File: config.mk
export PLATFORM = sky130hd
export DESIGN_NAME = ring_buf_reader
export DESIGN_NICKNAME = d
export VERILOG_FILES = /design/src/rtl/ring_buf_reader.sv
export SDC_FILE = /design/constraint.sdc
export NUM_CORES = 1
export LEC_CHECK = 0
export ABC_AREA = 1
export CELL_PAD_IN_SITES_DETAIL_PLACEMENT = 1
export CELL_PAD_IN_SITES_GLOBAL_PLACEMENT = 1
export CORE_UTILIZATION = 36
export CTS_BUF_LIST = sky130_fd_sc_hd__clkbuf_4 sky130_fd_sc_hd__clkbuf_8
export CTS_CLUSTER_SIZE = 20
export DETAILED_ROUTE_END_ITERATION = 6
export GPL_ROUTABILITY_DRIVEN = 0
export PLACE_DENSITY_LB_ADDON = 0.12
export SYNTH_ARGS = -nofsm -noshare
export SYNTH_HDL_FRONTEND = slang
export SYNTH_SLANG_ARGS = --single-unit
export TNS_END_PERCENT = 30
File: constraint.sdc
create_clock -name clk -period 2.8 [get_ports clk]
set_input_delay 0.7 -clock clk [delete_from_list [all_inputs] [get_ports clk]]
set_output_delay 0.7 -clock clk [all_outputs]
set_load 0.02 [all_outputs]
File: src/rtl/ring_buf_reader.sv
// ---------------------------------------------------------------------------
// ring_buf_reader
//
// Read-side controller for a circular buffer of DEPTH entries. The writer is
// a separate block that publishes its next-write slot (wr_ptr) and a phase bit
// (wr_wrap) that toggles every time its index wraps. This block samples that
// pointer, works out how many entries are waiting, and reads them from a
// synchronous memory with one cycle of read latency. Returned words go into a
// 2-entry output FIFO that drives a valid/ready stream. The read pointer is
// returned to the writer so it can free slots.
//
// Optional build macro: RING_BUF_READER_LEVEL_EN
//   When defined, adds a registered 'level' output: the number of entries not
//   yet delivered downstream (waiting + inflight + buffered).
//
// Ports
//   clk          in   clock, rising edge
//   rst_n        in   asynchronous active-low reset
//   wr_ptr       in   [PTR_W]  writer slot index of next write (0..DEPTH-1)
//   wr_wrap      in   writer phase bit
//   mem_rd_en    out  memory read strobe
//   mem_rd_addr  out  [PTR_W]  memory read address (equals rd_ptr)
//   mem_rd_data  in   [WIDTH]  memory data, valid the cycle after mem_rd_en
//   rd_ptr       out  [PTR_W]  slot index of next read issue
//   rd_wrap      out  reader phase bit
//   m_valid      out  output word valid
//   m_ready      in   downstream accept
//   m_data       out  [WIDTH]  output word (head of output FIFO)
//   empty        out  no unissued entries in the ring
//   level        out  [PTR_W+1] undelivered entries (only with the macro)
// ---------------------------------------------------------------------------
`default_nettype none

module ring_buf_reader #(
  parameter  int DEPTH = 20,
  parameter  int WIDTH = 8,
  localparam int PTR_W = $clog2(DEPTH)
) (
  input  logic             clk,
  input  logic             rst_n,
  input  logic [PTR_W-1:0] wr_ptr,
  input  logic             wr_wrap,
  output logic             mem_rd_en,
  output logic [PTR_W-1:0] mem_rd_addr,
  input  logic [WIDTH-1:0] mem_rd_data,
  output logic [PTR_W-1:0] rd_ptr,
  output logic             rd_wrap,
  output logic             m_valid,
  input  logic             m_ready,
  output logic [WIDTH-1:0] m_data,
  output logic             empty
`ifdef RING_BUF_READER_LEVEL_EN
  ,
  output logic [PTR_W:0]   level
`endif
);

  // Next slot index around a ring that need not be a power of two.
  function automatic logic [PTR_W-1:0] ptr_inc(input logic [PTR_W-1:0] p);
    ptr_inc = (p == PTR_W'(DEPTH - 1)) ? '0 : p + PTR_W'(1);
  endfunction

  // Entries between reader and writer. Equal indices with opposite phase is
  // a full ring (DEPTH entries), which is why the result is one bit wider.
  function automatic logic [PTR_W:0] ring_avail(input logic [PTR_W-1:0] wp,
                                                input logic             ww,
                                                input logic [PTR_W-1:0] rp,
                                                input logic             rw);
    if (ww == rw)
      ring_avail = {1'b0, wp} - {1'b0, rp};
    else
      ring_avail = (PTR_W+1)'(DEPTH) - {1'b0, rp} + {1'b0, wp};
  endfunction

  logic [PTR_W-1:0] wr_ptr_p0;
  logic             wr_wrap_p0;
  logic             vld_p1;
  logic [WIDTH-1:0] obuf0_p2;
  logic [WIDTH-1:0] obuf1_p2;
  logic [1:0]       cnt_p2;

  logic [PTR_W:0]   avail;
  logic [2:0]       occ;
  logic             pop;

  // ---- p0: writer pointer sync stage -------------------------------------
  always_ff @(posedge clk or negedge rst_n) begin
    if (!rst_n) begin
      wr_ptr_p0  <= '0;
      wr_wrap_p0 <= 1'b0;
    end else begin
      wr_ptr_p0  <= wr_ptr;
      wr_wrap_p0 <= wr_wrap;
    end
  end

  assign avail = ring_avail(wr_ptr_p0, wr_wrap_p0, rd_ptr, rd_wrap);
  assign empty = (wr_ptr_p0 == rd_ptr) && (wr_wrap_p0 == rd_wrap);

  // Credit: buffered words plus the one in flight must leave room in the
  // 2-entry FIFO. A word leaving this cycle frees a slot in time for the new
  // read's data, which is what lets the stream run at one word per cycle.
  assign occ       = {1'b0, cnt_p2} + {2'b00, vld_p1};
  assign pop       = m_valid && m_ready;
  assign mem_rd_en = (avail != '0) && (occ < (3'd2 + {2'b00, pop}));
  assign mem_rd_addr = rd_ptr;

  // ---- p1: read issue / inflight -----------------------------------------
  always_ff @(posedge clk or negedge rst_n) begin
    if (!rst_n) begin
      rd_ptr  <= '0;
      rd_wrap <= 1'b0;
      vld_p1  <= 1'b0;
    end else begin
      vld_p1 <= mem_rd_en;
      if (mem_rd_en) begin
        rd_ptr <= ptr_inc(rd_ptr);
        if (rd_ptr == PTR_W'(DEPTH - 1))
          rd_wrap <= ~rd_wrap;
      end
    end
  end

  // ---- p2: 2-entry output FIFO, entry 0 is the head ----------------------
  always_ff @(posedge clk or negedge rst_n) begin
    if (!rst_n) begin
      obuf0_p2 <= '0;
      obuf1_p2 <= '0;
      cnt_p2   <= 2'd0;
    end else begin
      case ({vld_p1, pop})
        2'b10: begin
          if (cnt_p2 == 2'd0)
            obuf0_p2 <= mem_rd_data;
          else
            obuf1_p2 <= mem_rd_data;
          cnt_p2 <= cnt_p2 + 2'd1;
        end
        2'b01: begin
          obuf0_p2 <= obuf1_p2;
          cnt_p2   <= cnt_p2 - 2'd1;
        end
        2'b11: begin
          // Count is unchanged; the new word lands behind whatever remains.
          if (cnt_p2 == 2'd1) begin
            obuf0_p2 <= mem_rd_data;
          end else begin
            obuf0_p2 <= obuf1_p2;
            obuf1_p2 <= mem_rd_data;
          end
        end
        default: ;
      endcase
    end
  end

  assign m_valid = (cnt_p2 != 2'd0);
  assign m_data  = obuf0_p2;

`ifdef RING_BUF_READER_LEVEL_EN
  always_ff @(posedge clk or negedge rst_n) begin
    if (!rst_n)
      level <= '0;
    else
      level <= avail + (PTR_W+1)'(cnt_p2) + (PTR_W+1)'(vld_p1);
  end
`endif

endmodule

`default_nettype wire

-- Word-level counts from Yosys, hierarchy flattened
Cells that the tools add are included.
- add/sub/neg operators: 8
- order comparisons: 1
- equality and inequality tests: 10
- multiplexer cells: 9
- bitwise gates (word level): 1
- reduce and logical (&&, ||, !) cells: 12
- operators by type and width (cell ; number):
    $mux 8 ; 4
    $pmux 8 s3 ; 1
    $pmux 8 s2 ; 1
    $add 6x5->6 ; 1
    $mux 6 ; 1
    $ne 2x2->1 const B ; 3
    $reduce_bool 2->1 ; 3
    $reduce_bool 6->1 ; 1
    $sub 5x5->6 ; 1
    $sub 5x5->6 const A ; 1
    $add 5x1->5 const B ; 1
    $eq 5x5->1 ; 1
    $eq 5x5->1 const B ; 1
    $mux 5 ; 1
    $eq 2x1->1 const B ; 2
    $eq 2x2->1 const B ; 2
    $pmux 2 s2 ; 1
    $reduce_and 2->1 ; 2
    $add 2x1->3 ; 1
    $add 2x1->3 const A ; 1
    $logic_and 1x1->1 ; 3
    $lt 3x3->1 ; 1
    $reduce_and 3->1 ; 1
    $reduce_bool 3->1 ; 1
    5 further kinds ; 5
- register bits: 31
- output and inout bits: 22
- logic and storage cells: 49

-- Longest topological paths before layout
Gate-level depths: netlist of the first run.
- depth in word-level cells: 6
- depth in mapped cells: 18
- depth with buffers taken out: 18

-- Worst setup path after synthesis of the first run
Ideal clock, no wire load.
- path type: register -> output
- from: register rd_ptr[2] (netlist: mem_rd_addr[2])
- to: output port mem_rd_en
- data arrival time: 2.292 ns
- data required time: 2.100 ns
- slack: -0.192 ns
- stages on the path, launching flop included: 15
- cell sequence: dfrtp_1 -> inv_1 -> ha_1 -> inv_1 -> fa_1 -> nand3_1 -> nand2_1 -> nand2_1 -> nand2_1 -> nand2_1 -> nand2_1 -> nor2_2 -> nand2_2 -> nand2_4 -> inv_2
- word-level cells in the longest chain between the ends: 5
- elaborated cells on any way between the ends: 6
- ends and longest elaborated chain (item ; line ; text):
    start, declared ; 46 ; output logic [PTR_W-1:0] rd_ptr,
    start signal, assigned ; 117 ; rd_ptr <= ptr_inc(rd_ptr);
    $sub 5x5->6 ; 72 ; ring_avail = (PTR_W+1)'(DEPTH) - {1'b0, rp} + {1'b0, wp};
    $add 6x5->6 ; 72 ;
    $mux 6 * ; 69 ; if (ww == rw)
    $reduce_bool 6->1 * ; 105 ; assign mem_rd_en = (avail != '0) && (occ < (3'd2 + {2'b00, pop}));
    $logic_and 1x1->1 * ; 105 ;
    end, declared ; 43 ; output logic mem_rd_en,
Mark *: on every way between the ends. The rest lies on a longest branch, timed or not.

-- Final worst setup path of the first run
- from: register wr_ptr_p0[2]
- to: output port mem_rd_en
- word-level cells in the longest chain between the ends: 4
- elaborated cells on any way between the ends: 5
- ends and longest elaborated chain (item ; line ; text):
    start, declared ; 75 ; logic [PTR_W-1:0] wr_ptr_p0;
    start signal, assigned ; 92 ; wr_ptr_p0 <= wr_ptr;
    $add 6x5->6 / $sub 5x5->6 (equally long branches) ; 72, 70 ;
    $mux 6 * ; 69 ;
    $reduce_bool 6->1 * ; 105 ;
    $logic_and 1x1->1 * ; 105 ;
Marks and branches as above.

==> results.json, run 1 <==
{
  "status": "finished, violations left",
  "cts_sinks": 31,
  "grt_pass1_vias": 1983,
  "io_buffer_count": 38,
  "gr-total-overflow": 0,
  "final_area_um2": 2920,
  "synth_nets": 273,
  "regArea_um2": 779,
  "vias": 1811,
  "crit_family": "simple AND/OR/NAND/NOR gates",
  "dieHeight_um": 76.7,
  "synth.area.mux_share_pct": 4.49,
  "root_buffer": "clkbuf_8",
  "slew_headroom_pct": 34.5,
  "path_cells": "buf_6, inv_4, ha_4, inv_2, ha_4, inv_2, nor2_1, nand2_1, nand2_1, nand2_1, nand2_1, nand2_1, nand2_1, nor2_2, nand2_2, nand2_4, inv_2, buf_6",
  "maxCapViolCount": 0,
  "htreeDepth": 2,
  "vias_per_cell": 4.75,
  "fin_crit_ps": 3030,
  "antenna_found_initial": 0,
  "critical_path.max_stage_delay_ps": 430,
  "critPathMaxFanout": 4,
  "drc": 0,
  "worst_path_max_delay_cell": "dfrtp_1",
  "placed_area_um2": 2650,
  "num_rows": 26,
  "power.density_nw_per_um2": 1260,
  "synth-seq-cells": 31,
  "reg2reg_depth": 21,
  "ctsHoldBuffers": 0,
  "synthSimpleGateAreaFrac_pct": 19.1,
  "worstHoldPathType": "flop to flop",
  "finalCritPeriodShare_pct": 108,
  "layout_common_cells": "48 x nand2_1, 40 x inv_1, 36 x clkdlybuf4s50_1, 36 x buf_4, 28 x dfrtp_1",
  "holdWs_ps": 495,
  "yosysUniqueCellTypes": 29,
  "path_clk_slew_ps": 70,
  "final-setup-viol-count": 1,
  "routed_wl_um": 5250,
  "end_kind": "primary output",
  "dp.cells": 363,
  "coreArea_um2": 5240,
  "syn_avg_cell_area_um2": 8.58,
  "antenna_cells_inserted": 0,
  "maxClockFrequency_ghz": 0.330,
  "drv_slew": 0,
  "finalNetCount": 349,
  "start_kind": "flop",
  "cts_made_buffers": 5,
  "place_ws_ps": -404,
  "grt_pass1_wl_um": 9180,
  "netlist_area_um2": 2010,
  "critPathBufInv": 6,
  "setup_tns_ps": -233,
  "peakVddDrop_uv": 653,
  "grt_usage_pct": 19.8,
  "critPathArrivalTime_ps": 2330,
  "dr.pass1.iters": 4,
  "synth_compound_area_share_pct": 8.72,
  "setup_slack_ps": -233,
  "p_total_mw": 3.69,
  "r2r-start": "wr_ptr_p0[2]",
  "io_pins": 39,
  "synthAdderAreaFrac_pct": 15.2,
  "holdPathStages": 2,
  "drive_gt1_share_pct": 31.5,
  "cp.depth": 18,
  "crit_required_ps": 2100,
  "clock_skew_ps": 6.45,
  "dp_hpwl_um": 3930,
  "clkLatencyLatePin_ps": 280,
  "synth_cells": 234,
  "worst_path_most_repeated_cell": "nand2_1",
  "grt_max_degree": 32,
  "final_cells": 381,
  "die-width_um": 76.7,
  "ys_warn_count": 0,
  "drtIter0Drc": 27,
  "critPathKind": "flop to primary output",
  "synth_top_family_by_area": "simple AND/OR/NAND/NOR gates",
  "violations": "setup timing",
  "initial_utilization_pct": 38.3,
  "multi_input_area_um2": 1100,
  "antenna_left": 0,
  "leakage_nw": 1.44,
  "ys_seq_area_share_pct": 38.6,
  "worst_pin_slew_ps": 975,
  "wl_per_cell_um": 13.8,
  "fill_cells": 638,
  "dieArea_um2": 5880,
  "rsz0062_at_grt": "true",
  "post-route-util_pct": 55.8,
  "final_common_cell": "nand2_1",
  "syn_to_final_growth_pct": 45.5,
  "cts_buffer_depth": 2,
  "final-hold-violation-count": 0,
  "crit_start": "wr_ptr_p0[2]",
  "hold_path_startpoint": "obuf1_p2[5]",
  "cts_tree": "built",
  "synth_xor_area_share_pct": 2.18
}
[logic make-up (layout without fill, tap and decap cells)]
group	Yosys count	count (layout)
mux	8	8
compound gates	30	30
buf+inv	57	134
simple gates	81	81
flops	31	31
xor+xnor	5	5
fa+ha+maj	22	22
[path summary, 6_finish.rpt]
| check | to | slack [ps] |
|---|---|---|
| worst min register to register | obuf1_p2[5] | 500 |
| worst max register to register | mem_rd_addr[3] | 280 |
| min in group asynchronous | obuf1_p2[1] | 810 |
| worst max-delay path | mem_rd_en | -230 |
| max in group asynchronous | mem_rd_addr[3] | 1670 |
| worst min-delay path | obuf1_p2[5] | 500 |
[area by class of cell]
cell class,instances,share of cell area [%]
inverter,51,6.72
multi-input combinational,146,37.7
clock inverter,1,0.171
timing repair buffer,75,22.6
clock buffer,7,3.08
tap,70,3.00
sequential,31,26.7
[timing repair]
item | in CTS | in global routing
endpoints found under the setup margin | 2 | 1
pin swaps | 14 | 15
resized for setup | 22 | 11
buffers inserted | 6 | 4
[layer usage]
metal | wire, um | GRT usage [%] | part of all wire (%)
met1 | 2390 | 24.7 | 46
met2 | 2610 | 34.8 | 50
met3 | 182 | 3.45 | 3.5
met4 | 70 | 5.38 | 1.3
met5 | 0 | 0 | 0
[synthesized netlist by cell type]
master	n	area, um^2
fa_1	4	80.1
o21ai_1	6	30.0
mux2_2	8	90.1
o22ai_1	8	50.1
nand2_2	5	31.3
xnor2_1	2	17.5
o21ai_2	1	8.76
a21oi_1	4	20.0
inv_1	48	180
nand3_2	1	10.0
xor2_1	3	26.3
nor2_1	2	7.51
dfrtp_1	31	776
nor2_2	3	18.8
or2_4	1	8.76
a21oi_4	1	16.3
nand4_1	4	25.0
clkbuf_1	1	3.75
nor3_1	1	5.00
buf_4	5	37.5
inv_4	1	6.26
o21ai_0	10	50.1
nand2_4	2	22.5
ha_1	18	225
nand3_1	11	55.1
inv_2	2	7.51
or2_2	2	12.5
nor4_1	1	6.26
nand2_1	48	180
[report_power, final]
part           total, mW  internal, mW  switching, mW
Clock              0.380         0.208          0.172
Combinational       2.55          1.23           1.32
Sequential         0.759         0.643          0.116
Total               3.69          2.08           1.61
[sequential cells by signal, summed over array words and instances, names as in the netlist]
name         cells
obuf1_p2         8
m_data           8
wr_ptr_p0        5
cnt_p2           2
rd_wrap          1
wr_wrap_p0       1
vld_p1           1
mem_rd_addr      5
[worst reg2reg max path, cell delays in order, from the launching register on]
cell and delay (ps):
dfrtp_1 430, buf_6 150, inv_4 50, ha_4 110, inv_2 40, ha_4 290
inv_2 40, nor2_1 110, nand2_1 110, nand2_1 100, nand2_1 70, nand2_1 70
nand2_1 70, nand2_1 90, nor2_2 40, nand2_2 80, nand2_4 50, buf_4 130
buf_4 120, buf_4 160, nand2_1 70, o21ai_1 60
Note: power is estimated with default switching activity, not from simulation.
==> run 2, diff against run 1 <==
--- a/config.mk
+++ b/config.mk
@@ -6,9 +6,9 @@
 export NUM_CORES = 1
 export LEC_CHECK = 0
 export ABC_AREA = 1
-export CELL_PAD_IN_SITES_DETAIL_PLACEMENT = 1
-export CELL_PAD_IN_SITES_GLOBAL_PLACEMENT = 1
-export CORE_UTILIZATION = 36
+export CELL_PAD_IN_SITES_DETAIL_PLACEMENT = 2
+export CELL_PAD_IN_SITES_GLOBAL_PLACEMENT = 2
+export CORE_UTILIZATION = 29
 export CTS_BUF_LIST = sky130_fd_sc_hd__clkbuf_4 sky130_fd_sc_hd__clkbuf_8
 export CTS_CLUSTER_SIZE = 20
 export DETAILED_ROUTE_END_ITERATION = 6
==> run 2 against run 1 <==
Effect of this change: the flow still finishes with violations (setup timing); sequential power is 2% higher; sequential cell count stayed put; wire length is 17% higher; sequential share of layout area is 0.054 points higher; critical path type unchanged; critical endpoint unchanged.
==> results.json, run 2 (synthesized netlist as in run 1, its figures left out) <==
{
  "hold_path_startpoint": "obuf1_p2[2]",
  "cts_tree": "built",
  "vias_per_cell": 4.67,
  "initial_utilization_pct": 30.7,
  "final_area_um2": 2920,
  "holdPathStages": 2,
  "fin_crit_ps": 3000,
  "io_pins": 39,
  "drv_slew": 0,
  "critPathArrivalTime_ps": 2300,
  "final-hold-violation-count": 0,
  "swShare_pct": 44.5,
  "coreArea_um2": 6530,
  "dieHeight_um": 85.2,
  "drtIter0Drc": 23,
  "grt_pass1_wl_um": 10400,
  "worstHoldPathType": "flop to flop",
  "rsz0062_at_grt": "true",
  "cts_sinks": 31,
  "critPathMaxFanout": 2,
  "placed_area_um2": 2680,
  "rrSetupSlack_ps": 510,
  "root_buffer": "clkbuf_8",
  "dieArea_um2": 7260,
  "io_buffer_count": 38,
  "multi_input_area_um2": 1080,
  "finalCritPeriodShare_pct": 107,
  "vias": 1809,
  "critPathKind": "flop to primary output",
  "power.density_nw_per_um2": 1290,
  "syn_to_final_growth_pct": 45.5,
  "grt_max_degree": 32,
  "antenna_cells_inserted": 0,
  "hold_end": "obuf1_p2[2]",
  "path_clk_slew_ps": 80,
  "htreeDepth": 2,
  "worst_pin_slew_ps": 1020,
  "p_total_mw": 3.77,
  "antenna_found_initial": 0,
  "die-width_um": 85.2,
  "clkLatencyLatePin_ps": 290,
  "power_frac_comb_pct": 67.2,
  "p_seq_share_pct": 20.6,
  "r2r_end": "obuf1_p2[4]",
  "slew_headroom_pct": 31.8,
  "final_common_cell": "nand2_1",
  "dp.cells": 372,
  "p_sw_mw": 1.67,
  "final-setup-viol-count": 1,
  "crit_required_ps": 2100,
  "r2r-start": "cnt_p2[0]",
  "finalNetCount": 348,
  "clock_skew_ps": 7.06,
  "maxCapViolCount": 0,
  "holdWs_ps": 500,
  "clkPwrFrac_pct": 12.2,
  "gr-total-overflow": 0,
  "status": "finished, violations left",
  "grt_usage_pct": 18.8,
  "drc": 0,
  "cts_made_buffers": 5,
  "fill_cells": 732,
  "drive_gt1_share_pct": 31.3,
  "start_kind": "flop",
  "leakage_nw": 1.44,
  "dp_hpwl_um": 4470,
  "setup_slack_ps": -204,
  "cts_buffer_depth": 2,
  "final_cells": 387,
  "end_kind": "primary output",
  "dr.pass1.iters": 4,
  "reg2reg_depth": 10,
  "violations": "setup timing",
  "layout_common_cells": "47 x nand2_1, 41 x inv_1, 36 x clkdlybuf4s50_1, 36 x buf_4, 27 x dfrtp_1",
  "regArea_um2": 781,
  "grt_pass1_vias": 2036,
  "antenna_left": 0,
  "wl_per_cell_um": 15.9,
  "maxClockFrequency_ghz": 0.333,
  "routed_wl_um": 6150,
  "internal_power_mw": 2.09,
  "num_rows": 29,
  "peakVddDrop_uv": 421,
  "place_ws_ps": -420
}
## run 2: how the worst max path moves through the flow
| stage | start | to | slack, ps |
|---|---|---|---|
| floorplan | mem_rd_addr[1] | mem_rd_en | 30 |
| global placement | mem_rd_addr[3] | mem_rd_en | -360 |
| detailed placement | mem_rd_addr[3] | mem_rd_en | -420 |
| CTS | wr_ptr_p0[1] | mem_rd_en | -230 |
| global route | mem_rd_addr[3] | mem_rd_en | -350 |
| finish | wr_ptr_p0[1] | mem_rd_en | -200 |
## run 2: through the flow
step	setup TNS (ps)	utilization (%)
detailed placement	-420	41.0
floorplan	0	-
finish	-204	44.7
global route	-351	44.7
global placement	-357	41.0
CTS	-232	44.5
## run 2: routing by layer
| layer | vias up | global-route usage (%) | share of wire [%] |
|---|---|---|---|
| li1 | 876 | - | - |
| met1 | 899 | 23.9 | 46 |
| met2 | 32 | 33.1 | 51 |
| met3 | 2 | 4.47 | 2.7 |
| met4 | 0 | 2.31 | 0.29 |
| met5 | - | 0 | 0 |
## run 2: final cells by class
| type | instances | share of cell area, % |
|---|---|---|
| multi-input combinational | 146 | 37.1 |
| sequential | 31 | 26.7 |
| timing repair buffer | 74 | 22.3 |
| inverter | 51 | 6.72 |
| tap | 77 | 3.30 |
| clock buffer | 5 | 2.36 |
| clock inverter | 3 | 1.50 |
## run 2: what timing repair did
action	in CTS	in global routing
resized for setup	25	5
hold endpoints to repair	0	0
hold buffers	0	0
buffers inserted	6	1
pin swaps	19	8
endpoints found under the setup margin	2	1
## run 2: power groups by stage
stage               logic, mW  registers [mW]  clock network, mW
finish                   2.53           0.776              0.461
detailed placement       2.33           0.781                  0
global route             2.80           0.799              0.492
floorplan                1.27           0.886                  0
global placement         2.25           0.770                  0
CTS                      2.51           0.782              0.469
## run 2: worst max-delay path, stage by stage, from the launching register on
cell and delay, ps:
dfrtp_1 410, ha_4 280, inv_2 40, nor2_4 120, fa_2 460, nand3_2 70
nand2_1 60, inv_1 70, nand3_2 60, nor2_2 100, nand2_2 90, nand2_4 90
inv_4 30, buf_6 120
